[src/rtl/bcd_pkg.sv]
// Purpose: shared widths, field offsets, FSM encoding and range check for the BCD-to-binary converter.
// Latency: n/a (declarations and a pure combinational helper only).
// Backpressure: n/a.
package bcd_pkg;

  // Result width; also the number of shift-and-correct iterations.
  localparam int BIN_W = 8;
  // Hundreds digit is 2 bits (0..3 representable, 0..2 meaningful).
  localparam int HUN_W = 2;
  // Tens and ones digits are ordinary 4-bit BCD.
  localparam int DIG_W = 4;
  // Shift register holds {hun, ten, one, binary accumulator}.
  localparam int SR_W  = HUN_W + 2 * DIG_W + BIN_W;

  // Each BCD field keeps its load position for the whole conversion; bits
  // stream rightwards through it and the binary result collects at the bottom.
  localparam int ONE_LSB = BIN_W;
  localparam int TEN_LSB = BIN_W + DIG_W;
  localparam int HUN_LSB = BIN_W + 2 * DIG_W;

  // Iteration counter must reach BIN_W-1.
  localparam int CNT_W = 4;

  typedef enum logic {
    ST_IDLE  = 1'b0,
    ST_SHIFT = 1'b1
  } state_e;

  // True when the digits are not valid BCD or the value exceeds 255.
  function automatic logic range_err(
    input logic [HUN_W-1:0] h,
    input logic [DIG_W-1:0] t,
    input logic [DIG_W-1:0] o
  );
    logic bad_dig;
    logic too_big;
    bad_dig = (t > 4'd9) || (o > 4'd9) || (h == 2'd3);
    too_big = (h == 2'd2) && ((t > 4'd5) || ((t == 4'd5) && (o > 4'd5)));
    return bad_dig || too_big;
  endfunction

endpackage

[src/rtl/bcd_digit_corr.sv]
// Purpose: one BCD digit correction step of reverse double-dabble (if >=8 then -3).
// Latency: combinational, zero cycles.
// Backpressure: none; pure function of the input digit.
module bcd_digit_corr
  import bcd_pkg::*;
(
  input  logic [DIG_W-1:0] dig_i,
  output logic [DIG_W-1:0] dig_o
);

  // A digit that received a carried-in half-ten (8) really represents 5 in
  // this position, so pull it back by 3 to keep the field decimal.
  always_comb begin
    dig_o = dig_i;
    if (dig_i >= 4'd8) begin
      dig_o = dig_i - 4'd3;
    end
  end

endmodule

[src/rtl/bcd2bin.sv]
// Purpose: iterative BCD (hun/ten/one) to 8-bit binary converter, optional range check under RANGE_CHECK_EN.
// Latency: start sampled at edge T, done pulses in the cycle after edge T+8 with bin/err valid.
// Backpressure: start ignored while busy; a new request may be presented in the done cycle.
module bcd2bin #(
  parameter int BIN_W = 8
) (
  input  logic             clk,
  input  logic             rst_n,
  input  logic             start,
  input  logic [1:0]       hun,
  input  logic [3:0]       ten,
  input  logic [3:0]       one,
  output logic             busy,
  output logic             done,
  output logic [BIN_W-1:0] bin,
  output logic             err
);

  import bcd_pkg::*;

  localparam logic [CNT_W-1:0] CNT_LAST = CNT_W'(BIN_W - 1);

  state_e            state_q, state_d;
  logic [CNT_W-1:0]  cnt_q, cnt_d;
  logic [SR_W-1:0]   sr_q, sr_d;
  logic [BIN_W-1:0]  bin_q, bin_d;
  logic              done_q, done_d;

  logic [SR_W-1:0]   sr_shift;
  logic [SR_W-1:0]   sr_corr;
  logic [DIG_W-1:0]  ten_corr;
  logic [DIG_W-1:0]  one_corr;
  logic [BIN_W-1:0]  res_bin;
  logic              load;
  logic              finish;

  // Digits are captured only on acceptance; later input changes are ignored.
  assign load   = (state_q == ST_IDLE) && start;
  assign finish = (state_q == ST_SHIFT) && (cnt_q == CNT_LAST);

  // One iteration: shift everything right by one, then correct the two
  // 4-bit fields. The hundreds field is too narrow to ever reach 8.
  assign sr_shift = sr_q >> 1;

  bcd_digit_corr u_ten_corr (
    .dig_i (sr_shift[TEN_LSB +: DIG_W]),
    .dig_o (ten_corr)
  );

  bcd_digit_corr u_one_corr (
    .dig_i (sr_shift[ONE_LSB +: DIG_W]),
    .dig_o (one_corr)
  );

  // Reassemble the shifted register with corrected tens and ones fields.
  always_comb begin
    sr_corr = sr_shift;
    sr_corr[TEN_LSB +: DIG_W] = ten_corr;
    sr_corr[ONE_LSB +: DIG_W] = one_corr;
  end

`ifdef RANGE_CHECK_EN
  logic chk_q, chk_d;
  logic err_q, err_d;

  // Out-of-range inputs saturate the result so a bad setpoint never wraps.
  assign res_bin = chk_q ? {BIN_W{1'b1}} : sr_corr[BIN_W-1:0];

  // Range flag is evaluated on the loaded digits and published with done.
  always_comb begin
    chk_d = chk_q;
    err_d = err_q;
    if (load) begin
      chk_d = range_err(hun, ten, one);
    end
    if (finish) begin
      err_d = chk_q;
    end
  end

  // Range-check state; cleared with the rest of the block on reset.
  always_ff @(posedge clk) begin
    if (!rst_n) begin
      chk_q <= 1'b0;
      err_q <= 1'b0;
    end else begin
      chk_q <= chk_d;
      err_q <= err_d;
    end
  end

  assign err = err_q;
`else
  // Raw conversion; values above 255 wrap naturally modulo 256.
  assign res_bin = sr_corr[BIN_W-1:0];
  assign err     = 1'b0;
`endif

  // FSM next state: load on accepted start, iterate BIN_W times, then publish.
  always_comb begin
    state_d = state_q;
    cnt_d   = cnt_q;
    sr_d    = sr_q;
    bin_d   = bin_q;
    done_d  = 1'b0;
    case (state_q)
      ST_IDLE: begin
        if (load) begin
          sr_d    = {hun, ten, one, {BIN_W{1'b0}}};
          cnt_d   = '0;
          state_d = ST_SHIFT;
        end
      end
      ST_SHIFT: begin
        sr_d  = sr_corr;
        cnt_d = cnt_q + CNT_W'(1);
        if (finish) begin
          bin_d   = res_bin;
          done_d  = 1'b1;
          cnt_d   = '0;
          state_d = ST_IDLE;
        end
      end
      default: begin
        state_d = ST_IDLE;
      end
    endcase
  end

  // State, counter, datapath and output registers; reset aborts any conversion.
  always_ff @(posedge clk) begin
    if (!rst_n) begin
      state_q <= ST_IDLE;
      cnt_q   <= '0;
      sr_q    <= '0;
      bin_q   <= '0;
      done_q  <= 1'b0;
    end else begin
      state_q <= state_d;
      cnt_q   <= cnt_d;
      sr_q    <= sr_d;
      bin_q   <= bin_d;
      done_q  <= done_d;
    end
  end

  assign busy = (state_q == ST_SHIFT);
  assign done = done_q;
  assign bin  = bin_q;

endmodule

[config.mk]
export PLATFORM = sky130hd
export DESIGN_NAME = bcd2bin
export DESIGN_NICKNAME = d
export VERILOG_FILES = /design/src/rtl/bcd_pkg.sv /design/src/rtl/bcd_digit_corr.sv /design/src/rtl/bcd2bin.sv
export SDC_FILE = /design/constraint.sdc
export NUM_CORES = 1
export LEC_CHECK = 0
export CORE_UTILIZATION = 51
export CTS_CLUSTER_SIZE = 28
export DETAILED_ROUTE_END_ITERATION = 16
export PLACE_DENSITY = 0.83
export SLEW_MARGIN = 25
export SYNTH_ARGS = -nofsm -noshare
export SYNTH_HDL_FRONTEND = slang
export SYNTH_SLANG_ARGS = --single-unit
[constraint.sdc]
create_clock -name clk -period 1.76 [get_ports clk]
set_input_delay 0.352 -clock clk [delete_from_list [all_inputs] [get_ports clk]]
set_output_delay 0.352 -clock clk [all_outputs]
set_load 0.01 [all_outputs]
# == After elaboration in Yosys (flattened, before gate mapping) ==
# Cells that the tools add are included.
# totals
word_cells,28
reg_bits,32
inputBits,13
output_inout_bits,11
# op_classes
bitwise_logic,1
magnitude_cmp,2
eq_ne,2
addsub,3
n_mux,11
n_reduce_logical,4
# ops
cell,count
case mux 18 bit (2 select lines),1
two-way mux 18 bit,1
two-way mux 4 bit,4
greater-or-equal comparator 4 bit (second input constant),2
case mux 4 bit (2 select lines),1
subtractor 4 x 2 -> 4 bit (second input constant),2
adder 4 x 1 -> 4 bit (second input constant),1
equality test 4 x 3 -> 1 bit (second input constant),1
AND reduction 2 bit,2
two-way mux 1 bit,3
logical AND 1 bit,2
inequality test 2 bit (second input constant),1
case mux 1 bit (2 select lines),1
NOT 1 bit,1

# == Depth between registers and ports, before layout ==
# Gate-level depths: netlist of run 1.
# logic_depth
depth_word,4
ltp_mapped,5
depth_no_buf,4

# == By module ==
# Synthesis of run 1 repeated with hierarchy kept, for this count alone.
# unflattened
hier_cells,161
hier_area_um2,1477.7
# modules_own_cells
mod,seq_area_each_um2,cells_each,n_inst,area_each_um2
bcd2bin,620.6,139,1,1325.0
bcd_digit_corr,0.0,11,2,76.3

# == Worst setup path before layout of run 1 ==
# Ideal clock, no wire load.
# synth_timing
kind,register -> register
start,register cnt_q[0]
end,"register bin_q[0], in the netlist bin[0]"
period_less_slack_ns,1.311
setup_slack_ns,0.449
setup_time_ns,0.117
t_arrival_ns,1.194
path_buffers,1
path_stages_with_launch,6
required_time_ns,1.643
cell_sequence,dfxtp_1 > ha_1 > nand4b_1 > and2_1 > buf_6 > a22o_1
# synth_via
elab_chain_len,3
# synth_lines
element,line,rtl
from (decl),bcd2bin.sv:24,"logic [CNT_W-1:0] cnt_q, cnt_d;"
from (signal assigned),bcd2bin.sv:140,cnt_q <= cnt_d;
equality test 4 x 3 -> 1 bit,bcd2bin.sv:39,assign finish = (state_q == ST_SHIFT) && (cnt_q == CNT_LAST);
logical AND 1 bit,bcd2bin.sv:39,
AND reduction 2 bit (no source line),n/a,
to (signal assigned),bcd2bin.sv:142,bin_q <= bin_d;
to (decl),bcd2bin.sv:26,"logic [BIN_W-1:0] bin_q, bin_d;"
# No other way between the ends.
# A chain may end at the register's enable or synchronous reset.

# == Final worst setup path of run 1 ==
# layout_timing
start,"register state_q, in the netlist busy"
end,output port busy
# layout_rtl
element,line,rtl
from (decl),bcd2bin.sv:23,"state_e state_q, state_d;"
from (signal assigned),bcd2bin.sv:139,state_q <= state_d;
to (decl),bcd2bin.sv:13,"output logic busy,"
# No word-level cell between the ends.

==> reports/results.txt, run 1 <==
MaxCap Viol Count -> 0
Initial core utilization -> 54.8%
H-tree depth -> 2
Final Cell Area -> 1680 µm²
IO Pins -> 24
GPL Wtd Cong -> 0.769
Hold crit path type -> reg -> reg
CP max FO -> 3
Clk buf depth -> 2
Worst clock skew -> 0.00462 ns
Total GRT Usage -> 21.8%
Initial antenna violation count -> 0
CP Class -> reg -> out
Crit end category -> output port
Seq cells post-synth -> 31
FP Rows -> 18
R2r endpoint -> bin[5]
Layout cells sized above 1 -> 10.2%
Clock transition at the registers of the reported paths -> 0.09 ns
Setup TNS -> 0 ns
RSZ-0062 raised after global routing -> false
DRC -> 0
Die width -> 53.8 µm
Placement Cell Area -> 1620 µm²
Worst-Skew Late Latency -> 0.34 ns
Congestion Overflow GR -> 0
Synth top area share -> 45.3%
Biggest area consumer among synthesized cells -> dfxtp_1
Fin. Hold Viols -> 0
Post-synthesis cell type count -> 31
# port buffers -> 22
Most frequent cells in the layout -> dfxtp_1, clkdlybuf4s50_1, a21oi_1, nor2_1, a211oi_1
Vias in the first global route -> 1062
CP delay by family, top -> buffers and inverters
Post-synthesis sequential area ratio -> 45.3%
Syn Nets -> 160
Worst path slowest cell -> clkdlybuf4s50_1
CTS Buf Count -> 5
Final HPWL DP -> 1860 µm
Hold_sp -> bin[4]
Worst EP arrival -> 1.27 ns
Fin. max-slew vios -> 0
Die ar. -> 2900 µm²
Reg2reg start -> cnt_q[0]
Cells after Synth -> 142
Final worst path period need -> 1.62 ns
Max stage delay on crit path -> 0.55 ns
Startpoint types -> register
Average vias per placed instance -> 5.64
Post-layout nets -> 185
Critical Path RT -> 1.41 ns
# diodes -> 0
Worst hold path cell count -> 1
Final Cycle Share -> 92.1%
Global-route wire length before repair -> 4360 µm
Hold endpoint -> bin[4]
Syn Area/Cell -> 9.65 µm²
Synth Warn # -> 0
# hold bufs at CTS -> 0
CP Buf/Inv Count -> 1
Final WL -> 2690 µm
Post-synthesis cell area -> 1370 µm²
Crit-path cells -> clkdlybuf4s50_1
CTS tree -> yes
Commonest non-fill, non-tap cell in the layout -> dfxtp_1
Syn-to-layout area delta -> 22.4%
Max IR drop VDD -> 0.601 mV
Root Buffer -> clkbuf_4
P_leak -> 0.628 nW
Largest net degree at the start of global routing -> 27
Post-DRT Antenna Nets -> 0
Post_cts resized -> 0
Reg2reg setup slack -> 0.26 ns
Sink Count -> 31
First DRT Iteration DRCs -> 21
Setup bufs post-CTS -> 0
DR vias -> 1112
Initial DRT Pass Iterations -> 4
Synth area leaders -> dfxtp_1, a21oi_1, a22o_1
Chip height -> 53.8 µm
Reg2reg path depth -> 4
P per Cell Area -> 803 nW/µm²
Max frequency -> 617 MHz
Setup Viol. Count Final -> 0
Filler Cells Inserted -> 211
Outcome -> completed
Total core area -> 2500 µm²
WL per Instance -> 13.7 µm
## registers in the layout, indices dropped and copies added (netlist names)
name,cells
cnt_q,4
busy,1
done,1
sr_q,17
bin,8
## Yosys cell counts (all sizes together)
| library cell | number |
|---|---|
| a211oi | 9 |
| nor2 | 13 |
| nor3b | 7 |
| nand2b | 1 |
| a32oi | 1 |
| xnor2 | 4 |
| nand2 | 3 |
| nand3b | 2 |
| ha | 5 |
| clkbuf | 1 |
| nand4b | 1 |
| o22a | 2 |
| dfxtp | 31 |
| or3 | 1 |
| buf | 9 |
| and2 | 1 |
| nor3 | 1 |
| mux2 | 3 |
| conb | 1 |
| nor2b | 7 |
| a21oi | 15 |
| o21ai | 2 |
| nand4 | 1 |
| mux2i | 6 |
| a22o | 8 |
| inv | 6 |
| nand3 | 1 |
## kinds of logic (layout without fill, tap and decap cells)
logic type / count (synthesis) / after routing / synth area share, %
AND/OR/NAND/NOR: 39 / 39 / 15.9
multiplexers: 9 / 9 / 6.85
other: 1 / 1 / 0.274
adder cells (fa/ha/maj): 5 / 5 / 4.57
AO/OA/AOI/OAI: 37 / 37 / 18.2
flip-flops: 31 / 31 / 45.3
buffers and inverters: 16 / 41 / 6.39
XOR/XNOR: 4 / 4 / 2.56
## worst max-delay path by stage
stage / cells past startpoint / start / to
3_3_place_gp: 5 / start / sr_q[14]
5_1_grt: 1 / busy / busy
3_5_place_dp: 6 / start / cnt_q[2]
6_report: 1 / busy / busy
2_1_floorplan: 5 / cnt_q[0] / bin[0]
4_1_cts: 1 / busy / busy
## through the flow
step / total power, W / hold WS [ns] / instances / setup slack (ns) / utilization [%]
floorplan: 0.000872 / 0.434 / 142 / 0.449 / -
global placement: 0.000923 / 0.446 / 190 / 0.107 / 64.8
detailed placement: 0.000932 / 0.469 / 190 / -0.000712 / 64.8
CTS: 0.00135 / 0.491 / 197 / 0.152 / 67.1
global route: 0.00139 / 0.516 / 197 / 0.116 / 67.1
finish: 0.00135 / 0.488 / 197 / 0.139 / 67.1
## final cells by class
cell class	instances	area [µm²]	share of cell area (%)
Clock inverter	1	5.00	0.299
Tap cell	30	37.5	2.24
Sequential cell	31	621	37.0
Clock buffer	6	51.3	3.06
Inverter	6	22.5	1.34
Multi-Input combinational cell	95	662	39.5
Timing Repair Buffer	28	278	16.6
## metal layers
| metal | track usage (%) | wire [µm] | vias to the layer above |
|---|---|---|---|
| li1 | - | - | 542 |
| met1 | 24.0 | 1180 | 538 |
| met2 | 37.2 | 1360 | 28 |
| met3 | 5.08 | 119 | 4 |
| met4 | 14.0 | 32 | 0 |
| met5 | 0 | 0 | - |
## where the power goes
part	switching [W]	internal [W]	total [W]
registers	0.0000265	0.000724	0.000750
logic	0.0000786	0.0000893	0.000168
clock network	0.000243	0.000185	0.000428
No activity file was read; power rests on OpenSTA's default activity.
==> run 2: changes to the inputs <==
--- a/config.mk
+++ b/config.mk
@@ -5,9 +5,11 @@
 export SDC_FILE = /design/constraint.sdc
 export NUM_CORES = 1
 export LEC_CHECK = 0
+export CORE_ASPECT_RATIO = 0.7
 export CORE_UTILIZATION = 51
 export CTS_CLUSTER_SIZE = 28
 export DETAILED_ROUTE_END_ITERATION = 16
+export MAX_ROUTING_LAYER = met4
 export PLACE_DENSITY = 0.83
 export SLEW_MARGIN = 25
 export SYNTH_ARGS = -nofsm -noshare
==> run 2 against run 1 <==
Final cell count is 2.0% higher. Combinational power is 3% lower. Cell area is 2.8% higher. First-iteration DRC count grew to 4.3 times the previous value. Worst setup slack better by 0.079 ns. Non-clock buffer count is 1 lower. Hold slack worse by 0.015 ns. Sequential share of layout area is 0.99 points lower. Critical path depth is 4 higher. Sequential cell count stayed put. Die area is 0.12% higher. Critical path type is now in -> reg.
==> reports/results.txt, run 2 (same netlist as run 1, synthesis figures left out) <==
MaxCap Viol Count -> 0 (unchanged)
Final Cycle Share -> 87.6% (-4.5 points)
Chip height -> 45.4 µm (-16%)
P_leak -> 0.645 nW (+2.8%)
Total GRT Usage -> 22.1% (+0.33 points)
Non-filler cells, final -> 201 (+2.0%)
Setup bufs post-CTS -> 0 (unchanged)
Worst clock skew -> 0.00785 ns (+0.00323 ns)
Vias in the first global route -> 1024 (-3.6%)
Final worst path period need -> 1.54 ns (-0.0790 ns)
Largest net degree at the start of global routing -> 40 (+48%)
# hold bufs at CTS -> 0 (unchanged)
Outcome -> completed
Max reg flops -> 17 (unchanged)
# diodes -> 0 (unchanged)
Initial antenna violation count -> 0 (unchanged)
CP Class -> in -> reg
Hold_sp -> sr_q[1]
Layout cells sized above 1 -> 10.2% (unchanged)
Max frequency -> 648 MHz (+5.1%)
Placed Cells incl. Taps -> 193 (+1.6%)
Final HPWL DP -> 1850 µm (-0.63%)
Crit end category -> register
Worst setup margin -> 0.218 ns (+0.0790 ns)
Commonest non-fill, non-tap cell in the layout -> dfxtp_1
Fin. Hold Viols -> 0 (unchanged)
Biggest register -> sr_q
FP Rows -> 15 (-3)
Post_cts resized -> 0 (unchanged)
Critical Path RT -> 1.97 ns (+0.56 ns)
# port buffers -> 22 (unchanged)
IO Pins -> 24 (unchanged)
Met3 global-route usage -> 10.1% (+5.0 points)
Most frequent cells in the layout -> dfxtp_1, clkdlybuf4s50_1, a21oi_1, nor2_1, a211oi_1
Average vias per placed instance -> 5.55 (-1.6%)
Startpoint types -> primary input
Congestion Overflow GR -> 0 (unchanged)
CTS Buf Count -> 5 (unchanged)
Sequential Area -> 621 µm² (unchanged)
CTS tree -> yes
Final WL -> 2760 µm (+2.4%)
DRC -> 0 (unchanged)
Reg2reg start -> cnt_q[0]
Syn-to-layout area delta -> 25.8%
Hold crit path type -> reg -> reg
Root Buffer -> clkbuf_8
P per Cell Area -> 947 nW/µm² (+18%)
CP max FO -> 13 (+10)
RSZ-0062 raised after global routing -> false
Worst-Skew Late Latency -> 0.29 ns (-0.05 ns)
Filler Cells Inserted -> 176 (-17%)
Clk buf depth -> 2 (unchanged)
Worst hold path cell count -> 1 (unchanged)
Reg2reg path depth -> 4 (unchanged)
Post-DRT Antenna Nets -> 0 (unchanged)
Post-place setup slack -> -0.0392 ns (-0.0385 ns)
Total core area -> 2500 µm² (-0.15%)
GR Util met1 -> 22.5% (-1.4 points)
Clock transition at the registers of the reported paths -> 0.07 ns (-0.02 ns)
Worst EP arrival -> 1.75 ns (+0.48 ns)
Met2 global-route usage -> 36.2% (-1.1 points)
Fin. max-slew vios -> 0 (unchanged)
Initial DRT Pass Iterations -> 4 (unchanged)
Top Usage Layer GRT -> met2
Setup Viol. Count Final -> 0 (unchanged)
Area of the multi-input gates -> 662 µm² (unchanged)
DR vias -> 1116 (+0.36%)
Sink Count -> 31 (unchanged)
Total power -> 0.00163 W (+21%)
Global-route wire length before repair -> 4460 µm (+2.2%)
Critical path launch point -> start
First DRT Iteration DRCs -> 90 (+330%)
Die width -> 64.0 µm (+19%)
H-tree depth -> 2 (unchanged)
Post-layout util -> 69.0% (+2.0 points)
Initial core utilization -> 54.9% (+0.082 points)
GPL Wtd Cong -> 0.769 (about the same)
WL per Instance -> 13.7 µm (+0.34%)
Die ar. -> 2900 µm² (+0.12%)
Post-layout nets -> 184 (-0.54%)
Max IR drop VDD -> 0.587 mV (-2.4%)
==> run 2: cell count changes in the layout (fill, tap and decap cells not counted) <==
cell	previous run	this run
buf_12	1	0
bufinv_16	0	1
clkbuf_4	5	0
clkbuf_8	1	6
==> run 2: metal layers <==
metal | share of wire [%] | up-vias | wire, µm
li1 | - | 545 | -
met1 | 42 | 519 | 1160
met2 | 49 | 41 | 1350
met3 | 6.7 | 11 | 184
met4 | 2.1 | 0 | 58
met5 | 0 | - | 0
==> run 2: worst max-delay path: stages <==
cell and delay (ns):
clkdlybuf4s50_1 0.58, buf_4 0.28, nor2_1 0.23, a21oi_1 0.07, a211oi_1 0.23
==> run 2: power breakdown <==
| part | leakage (nW) | total [W] | internal [W] | switching, W |
|---|---|---|---|---|
| registers | 0.252 | 0.000752 | 0.000725 | 0.0000275 |
| logic | 0.332 | 0.000163 | 0.0000844 | 0.0000783 |
| clock network | 0.0612 | 0.000716 | 0.000457 | 0.000259 |
==> run 2: metrics by stage <==
stage          area, µm²  setup TNS [ns]  hold slack [ns]
2_1_floorplan       1370               0            0.434
3_3_place_gp        1610               0            0.448
3_5_place_dp        1610         -0.0510            0.457
4_1_cts             1720               0            0.472
5_1_grt             1720               0            0.507
6_report            1720               0            0.473
==> run 2: worst paths after layout <==
check / endpoint / slack, ns
setup reg to reg: bin[5] / 0.26
hold reg to reg: bin[0] / 0.47
setup / recovery: cnt_q[2] / 0.22
hold / removal: bin[0] / 0.47
==> run 2: cell type report <==
class	instances	area share [%]
inverters	6	1.31
multi-input cells	95	38.4
flip-flops and latches	31	36.0
well taps	34	2.47
clock buffers	6	4.79
repair buffers	27	15.0
clock inverters	2	2.03
